**src/rtl/two_bit_counter_monitor_if.sv**
```systemverilog
// Bus between an upstream two-bit counter and its monitor.
// master: observation source (drives the sampled count/carry, sees results)
// slave : the monitor (consumes count/carry, drives reconstruction/status)
//   in_cnt    [1:0]   sampled count value
//   in_z              sampled carry flag
//   x_rec             reconstructed count-enable (1 = step, 0 = hold)
//   rec_valid         x_rec valid for this cycle
//   err               one-cycle pulse on an illegal transition
//   locked            monitor is tracking
//   wrap_cnt  [CNT_W] legal 3->0 steps, modulo 2^CNT_W
//   err_cnt   [CNT_W] illegal transitions, saturating
interface two_bit_counter_monitor_if #(
  parameter int CNT_W = 8
);
  logic [1:0]       in_cnt;
  logic             in_z;
  logic             x_rec;
  logic             rec_valid;
  logic             err;
  logic             locked;
  logic [CNT_W-1:0] wrap_cnt;
  logic [CNT_W-1:0] err_cnt;

  modport master (
    output in_cnt, in_z,
    input  x_rec, rec_valid, err, locked, wrap_cnt, err_cnt
  );

  modport slave (
    input  in_cnt, in_z,
    output x_rec, rec_valid, err, locked, wrap_cnt, err_cnt
  );
endinterface

```
**src/rtl/two_bit_counter_monitor.sv**
```systemverilog
// Watches the {count, carry} output of a two-bit up-counter, reconstructs its
// count-enable and flags transitions the counter cannot legally produce.
//   clk    : single clock, rising edge
//   reset  : asynchronous, active-high
//   io_mon : slave side of two_bit_counter_monitor_if (see interface header)
// States: IDLE captures the first sample, TRACK reports x_rec, FAULT waits for
// RESYNC_LEN consecutive legal pairs before trusting the counter again.
module two_bit_counter_monitor #(
  parameter int ERR_LIMIT  = 3,
  parameter int RESYNC_LEN = 4,
  parameter int CNT_W      = 8
) (
  input  logic                      clk,
  input  logic                      reset,
  two_bit_counter_monitor_if.slave  io_mon
);

  // Counters only need to reach LIMIT-1; the LIMIT-th event changes state.
  localparam int EW = (ERR_LIMIT  > 1) ? $clog2(ERR_LIMIT)  : 1;
  localparam int RW = (RESYNC_LEN > 1) ? $clog2(RESYNC_LEN) : 1;

  typedef enum logic [1:0] {
    S_IDLE  = 2'd0,
    S_TRACK = 2'd1,
    S_FAULT = 2'd2
  } state_t;

  state_t           r_state;
  logic [1:0]       r_prev;
  logic [EW-1:0]    r_cons_err;
  logic [RW-1:0]    r_run;
  logic             r_x_rec;
  logic             r_rec_valid;
  logic             r_err;
  logic             r_locked;
  logic [CNT_W-1:0] r_wrap_cnt;
  logic [CNT_W-1:0] r_err_cnt;

  logic [1:0] w_prev_inc;
  logic       w_hold;
  logic       w_step;
  logic       w_legal;
  logic       w_eval;
  logic       w_bad;
  logic       w_wrap;

  // Carry is only legal together with the 3->0 step; carry on a hold is illegal.
  assign w_prev_inc = r_prev + 2'd1;
  assign w_hold     = (io_mon.in_cnt == r_prev) && !io_mon.in_z;
  assign w_step     = (io_mon.in_cnt == w_prev_inc) && (io_mon.in_z == (r_prev == 2'd3));
  assign w_legal    = w_hold || w_step;
  assign w_eval     = (r_state == S_TRACK) || (r_state == S_FAULT);
  assign w_bad      = w_eval && !w_legal;
  assign w_wrap     = w_eval && w_step && (r_prev == 2'd3);

  always_ff @(posedge clk or posedge reset) begin
    if (reset) begin
      r_state     <= S_IDLE;
      r_prev      <= '0;
      r_cons_err  <= '0;
      r_run       <= '0;
      r_x_rec     <= 1'b0;
      r_rec_valid <= 1'b0;
      r_err       <= 1'b0;
      r_locked    <= 1'b0;
      r_wrap_cnt  <= '0;
      r_err_cnt   <= '0;
    end else begin
      r_prev      <= io_mon.in_cnt;
      r_rec_valid <= 1'b0;
      r_err       <= w_bad;

      if (w_bad && (r_err_cnt != {CNT_W{1'b1}}))
        r_err_cnt <= r_err_cnt + 1'b1;
      if (w_wrap)
        r_wrap_cnt <= r_wrap_cnt + 1'b1;

      case (r_state)
        S_IDLE: begin
          r_state    <= S_TRACK;
          r_locked   <= 1'b1;
          r_cons_err <= '0;
          r_run      <= '0;
        end
        S_TRACK: begin
          if (w_legal) begin
            r_rec_valid <= 1'b1;
            r_x_rec     <= w_step;
            r_cons_err  <= '0;
          end else if (r_cons_err == EW'(ERR_LIMIT - 1)) begin
            r_state    <= S_FAULT;
            r_locked   <= 1'b0;
            r_cons_err <= '0;
            r_run      <= '0;
          end else begin
            r_cons_err <= r_cons_err + 1'b1;
          end
        end
        S_FAULT: begin
          if (w_legal) begin
            // x_rec keeps following legal pairs; rec_valid stays low until
            // the pair after relock.
            r_x_rec <= w_step;
            if (r_run == RW'(RESYNC_LEN - 1)) begin
              r_state    <= S_TRACK;
              r_locked   <= 1'b1;
              r_run      <= '0;
              r_cons_err <= '0;
            end else begin
              r_run <= r_run + 1'b1;
            end
          end else begin
            r_run <= '0;
          end
        end
        default: begin
          r_state  <= S_IDLE;
          r_locked <= 1'b0;
        end
      endcase
    end
  end

  assign io_mon.x_rec     = r_x_rec;
  assign io_mon.rec_valid = r_rec_valid;
  assign io_mon.err       = r_err;
  assign io_mon.locked    = r_locked;
  assign io_mon.wrap_cnt  = r_wrap_cnt;
  assign io_mon.err_cnt   = r_err_cnt;

endmodule

```
**src/flat_wrapper.sv**
```systemverilog
// flat-port wrapper written by rule: the top's interface ports become plain ports
module two_bit_counter_monitor_flat 
#(
  parameter int ERR_LIMIT  = 3,
  parameter int RESYNC_LEN = 4,
  parameter int CNT_W      = 8
)
  (clk, reset, io_mon_in_cnt, io_mon_in_z, io_mon_x_rec, io_mon_rec_valid, io_mon_err, io_mon_locked, io_mon_wrap_cnt, io_mon_err_cnt);
  two_bit_counter_monitor_if #(.CNT_W(CNT_W)) io_mon_i ();
  input  logic clk;
  input  logic reset;
  input wire logic [$bits(io_mon_i.in_cnt)-1:0] io_mon_in_cnt;
  input wire logic [$bits(io_mon_i.in_z)-1:0] io_mon_in_z;
  output wire logic [$bits(io_mon_i.x_rec)-1:0] io_mon_x_rec;
  output wire logic [$bits(io_mon_i.rec_valid)-1:0] io_mon_rec_valid;
  output wire logic [$bits(io_mon_i.err)-1:0] io_mon_err;
  output wire logic [$bits(io_mon_i.locked)-1:0] io_mon_locked;
  output wire logic [$bits(io_mon_i.wrap_cnt)-1:0] io_mon_wrap_cnt;
  output wire logic [$bits(io_mon_i.err_cnt)-1:0] io_mon_err_cnt;
  assign io_mon_i.in_cnt = io_mon_in_cnt;
  assign io_mon_i.in_z = io_mon_in_z;
  assign io_mon_x_rec = io_mon_i.x_rec;
  assign io_mon_rec_valid = io_mon_i.rec_valid;
  assign io_mon_err = io_mon_i.err;
  assign io_mon_locked = io_mon_i.locked;
  assign io_mon_wrap_cnt = io_mon_i.wrap_cnt;
  assign io_mon_err_cnt = io_mon_i.err_cnt;
  two_bit_counter_monitor #(.ERR_LIMIT(ERR_LIMIT), .RESYNC_LEN(RESYNC_LEN), .CNT_W(CNT_W)) u_core (.clk(clk), .reset(reset), .io_mon(io_mon_i));
endmodule
```
**config.mk**
```make
export PLATFORM = sky130hd
export DESIGN_NAME = two_bit_counter_monitor_flat
export DESIGN_NICKNAME = d
export VERILOG_FILES = /design/src/rtl/two_bit_counter_monitor_if.sv /design/src/rtl/two_bit_counter_monitor.sv /design/src/flat_wrapper.sv
export SDC_FILE = /design/constraint.sdc
export NUM_CORES = 1
export LEC_CHECK = 0
export CAP_MARGIN = 10
export CELL_PAD_IN_SITES_DETAIL_PLACEMENT = 0
export CELL_PAD_IN_SITES_GLOBAL_PLACEMENT = 1
export CORE_ASPECT_RATIO = 1.2
export CORE_MARGIN = 4
export CORE_UTILIZATION = 48
export CTS_CLUSTER_SIZE = 30
export DETAILED_ROUTE_END_ITERATION = 7
export DONT_BUFFER_PORTS = 1
export GPL_TIMING_DRIVEN = 0
export PLACE_DENSITY_LB_ADDON = 0.08
export SLEW_MARGIN = 20
export SYNTH_ARGS = -nofsm -noshare
export SYNTH_HDL_FRONTEND = slang
export SYNTH_SLANG_ARGS = --single-unit
```
**constraint.sdc**
```tcl
create_clock -name clk -period 2.5 [get_ports clk]
set_input_delay 0.5 -clock clk [delete_from_list [all_inputs] [get_ports clk]]
set_output_delay 0.5 -clock clk [all_outputs]
set_load 0.1 [all_outputs]
```
; Word level (Yosys, flattened, before mapping)
; Index checks and enable logic that the tools add are counted.
; Widths: inputs -> output; s select.
[op_classes]
addsub = 5
mul = 0
div = 0
magnitude_cmp = 0
n_eq_ne = 13
n_shift = 0
n_mux = 22
n_bitwise = 0
n_reduce_logical = 17
[op_table]
columns = operator, count
row1 = $mux 2, 12
row2 = $pmux 2 s3, 3
row3 = $add 8x1->8 const B, 2
row4 = $eq 2x2->1 const B, 4
row5 = $ne 8x8->1 const B, 1
row6 = $add 2x1->2 const B, 3
row7 = $logic_and 1x1->1, 6
row8 = $mux 1, 6
row9 = $ne 2x2->1 const B, 3
row10 = $reduce_and 3->1, 2
row11 = $eq 2x2->1, 2
row12 = $reduce_and 4->1, 1
row13 = $pmux 1 s3, 1
row14 = $reduce_bool 3->1, 1
row15 = $eq 2x1->1 const B, 1
row16 = $logic_not 1->1, 2
row17 = $logic_not 2->1, 1
row18 = $logic_or 1x1->1, 2
row19 = $ne 2x1->1 const B, 1
row20 = $reduce_and 2->1, 1
row21 = $reduce_or 2->1, 1
row22 = $eq 1x1->1, 1
[totals]
reg_bits = 28
latch_bits = 0
ram_bits = 0
romBits = 0
out_inout_bits = 20
word_cells = 67
mem_count = 0

; Longest topological paths before layout
[logic_depth]
depth_word = 7
depth_mapped = 7

; Worst setup path before layout
; OpenSTA, ideal clock, no wires.
[synth_path]
path_type = flip-flop to flip-flop
from = register u_core.r_err_cnt[0] (netlist: u_core.io_mon.err_cnt[0])
to = register u_core.r_err_cnt[7] (netlist: u_core.io_mon.err_cnt[7])
setup_ns = 0.163
arrival_ns = 2.151
slack_ns = 0.187
stages_incl_launch_ff = 8
n_path_buf = 1
period_less_slack_ns = 2.313
path_cell_list = dfrtp_1 -> ha_1 -> nand3_1 -> nor2_1 -> or4b_1 -> buf_2 -> nor3_2 -> xor2_1
[synth_between]
elab_chain_cells = 2
[synth_rtl]
columns = element, line
row1 = "start, declared", two_bit_counter_monitor.sv:37  ; logic [CNT_W-1:0] r_err_cnt;
row2 = "start signal, assigned", two_bit_counter_monitor.sv:74  ; r_err_cnt <= r_err_cnt + 1'b1;
row3 = branches (longest 2 deep; another with $add 8x1->8), -
; Several ways; the timed one is not identified.
; A chain may end at the register's enable or synchronous reset.

; Worst setup path after layout
[layout_path]
from = register u_core.r_err_cnt[3] (netlist: u_core.io_mon.err_cnt[3])
to = register u_core.r_err_cnt[1] (netlist: u_core.io_mon.err_cnt[1])
[layout_between]
elab_chain_cells = 2
[layout_rtl]
columns = element, line
row1 = $ne 8x8->1, two_bit_counter_monitor.sv:73  ; if (w_bad && (r_err_cnt != {CNT_W{1'b1}}))
row2 = $logic_and 1x1->1, two_bit_counter_monitor.sv:73
; Every way passes these cells.

==> impl_metrics.tcl <==
set metrics [dict create \
    cts-htree-levels 1 \
    synth-seq-area-share 0.510 \
    area_delta_synth_final_pct 4.92 \
    antenna_found_initial 0 \
    grt_start_max_net_pins 29 \
    num_vias 892 \
    grt.total_usage 0.136 \
    start_util 0.498 \
    cts_tree "yes" \
    vias_per_cell 5.61 \
    cap_violations 0 \
    drive_above_1_share 0.104 \
    die_area_um2 3780 \
    drc_errors 0 \
    grt_pass1_wl_um 4070 \
    setup_viol 0 \
    yosys_warnings 0 \
    netlist_instances 122 \
    outcome "finished clean" \
    crit_type "reg2reg" \
    fin_crit_ps 2270 \
    start_kind "register" \
    clock_path_buffers 2 \
    final_antenna_net_count 0 \
    slew_viol_final 0 \
    fin_nets 140 \
    die-height_um 66.6 \
    finalCritPeriodShare 0.909 \
    rows 21 \
    cts_root_buffer "clkbuf_4" \
    slew_headroom 0.300 \
    syn_avg_cell_area_um2 11.3 \
    cp-end-kind "register" \
    first_pass_iters 4 \
    die_x_um 56.8 \
    slowest_delay_ps 1060 \
    drt-wirelength-per-cell_um 14.5 \
    min_path_type "in2async" \
    routed_wl_um 2310 \
    grt_pass1_vias 926 \
    hold_viol_final 0 \
    ys_ff_latch 28 \
    coreArea_um2 2760 \
    placed_cell_area_um2 1420 \
    drtIter0Drc 18 \
    worstPathMaxFanout 7 \
    fmax_mhz 440 \
    place.port_buffers 0 \
    grt_overflow 0 \
    gp_congestion 0.770 \
    tightest_slew_ps 1050 \
    path_cells "nand4_1 -> nor2_1 -> or4b_1 -> buf_2 -> mux2_2" \
    worstPathArrival_ps 2490 \
    antenna_cells 0 \
    clkTransAtPathRegs_ps 140 \
    worstSkewPairLatency_ps 320 \
    crit_slowest_cell "dfrtp_1" \
    cts_buffers 3 \
    fin_skew_ps 1.69 \
    final_cell_area_um2 1440 \
    critPathRequiredTime_ps 2720 \
    cts_hold_buffers 0 \
    tns_ps 0 \
    hold_slack_ps 98.4 \
    ys_types 33 \
    num_io_pins 25 \
    cts.sinks 28 \
    syn_area_um2 1370 \
    grt_setup_unrepaired "false" \
    syn_nets 135 \
    dp_hpwl_um 1700 \
]
-- state kept, by name (all words and copies together), names as in the netlist --
| name | flops |
|---|---|
| u_core.r_prev | 2 |
| u_core.io_mon.err_cnt | 8 |
| u_core.io_mon.wrap_cnt | 8 |
| u_core.r_cons_err | 2 |
| u_core.io_mon.rec_valid | 1 |
| u_core.io_mon.err | 1 |
| u_core.r_state | 2 |
| u_core.io_mon.x_rec | 1 |
| u_core.io_mon.locked | 1 |
| u_core.r_run | 2 |
-- cell type report --
cell class | instances | area (um2)
clock buffer | 3 | 22.5
multi-input combinational | 85 | 637
buffer | 2 | 8.76
fill | 257 | 1320
inverter | 7 | 26.3
tap | 34 | 42.5
sequential | 28 | 703
-- cells in the mapped netlist --
cell / count / area [um2]
and2_1: 1 / 6.26
o21ai_0: 1 / 5.00
nor3_1: 1 / 5.00
a22o_1: 3 / 26.3
a41oi_1: 2 / 17.5
a21oi_1: 2 / 10.0
nor2_1: 8 / 30.0
o22ai_1: 1 / 6.26
ha_1: 8 / 100
o221ai_1: 1 / 8.76
dfrtp_1: 28 / 701
nor3_2: 2 / 20.0
or3_1: 1 / 6.26
o31ai_1: 1 / 7.51
nor2b_1: 2 / 12.5
and3_1: 4 / 25.0
nand2_1: 6 / 22.5
mux2i_1: 2 / 20.0
or4b_1: 1 / 10.0
nor4b_1: 1 / 8.76
clkbuf_1: 1 / 3.75
o22a_1: 1 / 8.76
nand4_1: 5 / 31.3
buf_2: 1 / 5.00
mux2_2: 3 / 33.8
a31oi_1: 3 / 18.8
xnor2_1: 9 / 78.8
and3_4: 1 / 11.3
xor2_1: 7 / 61.3
inv_1: 7 / 26.3
nand3_1: 5 / 25.0
nand2b_1: 2 / 12.5
or4_1: 1 / 7.51
-- worst paths after layout --
| kind | start | depth (start not counted) | slack, ps | endpoint |
|---|---|---|---|---|
| max | u_core.io_mon.err_cnt[3] | 5 | 230 | u_core.io_mon.err_cnt[1] |
| min | reset | 1 | 100 | u_core.io_mon.wrap_cnt[7] |
| max in group asynchronous | reset | 1 | 1990 | u_core.io_mon.err_cnt[1] |
| max reg2reg | u_core.io_mon.err_cnt[3] | 5 | 230 | u_core.io_mon.err_cnt[1] |
| min in group clk | io_mon_in_cnt[1] | 0 | 190 | u_core.r_prev[1] |
| min reg2reg | u_core.r_run[1] | 1 | 520 | u_core.r_run[1] |
-- per-layer routing --
metal	vias up	global-route usage	share of wire
li1	440	-	-
met1	425	0.168	0.44
met2	23	0.223	0.48
met3	4	0.0310	0.063
met4	0	0.0696	0.016
met5	-	0	0
-- critical path, delay by kind of cell (launching register included) --
family | cells | cell delay [ps]
simple gates | 3 | 570
flops | 1 | 1060
buf+inv | 1 | 180
mux | 1 | 340
-- cell usage in the layout, fill, tap and decap left out --
cell and n:
a21oi_1 2, a22o_1 3, a31oi_1 3, a41oi_1 2, and2_1 1, and3_1 4
and3_4 1, buf_2 1, clkbuf_1 1, clkbuf_4 3, dfrtp_1 26, dfrtp_2 2
ha_1 8, inv_1 6, inv_2 1, mux2_2 3, mux2i_1 2, nand2_1 6
nand2b_1 2, nand3_1 5, nand4_1 5, nor2_1 8, nor2b_1 2, nor3_1 1
nor3_2 2, nor4b_1 1, o21ai_0 1, o221ai_1 1, o22a_1 1, o22ai_1 1
o31ai_1 1, or3_1 1, or4_1 1, or4b_1 1, xnor2_1 9, xor2_1 7
-- cell families after synthesis --
| logic type | share of synthesized area |
|---|---|
| compound gates | 0.0793 |
| xor+xnor | 0.102 |
| fa+ha+maj | 0.0729 |
| buf+inv | 0.0255 |
| flops | 0.510 |
| mux | 0.0392 |
| simple gates | 0.170 |
-- per-stage QoR --
| step | utilization | setup slack [ps] | cells |
|---|---|---|---|
| 5_1_grt | 0.522 | 94.2 | 159 |
| 3_3_place_gp | 0.513 | 86.7 | 156 |
| 3_5_place_dp | 0.513 | 56.3 | 156 |
| 2_1_floorplan | - | 187 | 122 |
| 4_1_cts | 0.521 | 18.3 | 159 |
| 6_report | 0.522 | 229 | 159 |
-- repair_timing --
item | 4_1_cts | 5_1_grt
setup endpoints to repair | 0 | 3
hold endpoints to repair | 0 | 0
gates resized for setup | 0 | 2
buffers inserted | 0 | 0
Power is not shown: default switching activity piles up to over one toggle a cycle in this logic, so the estimate is an artifact.
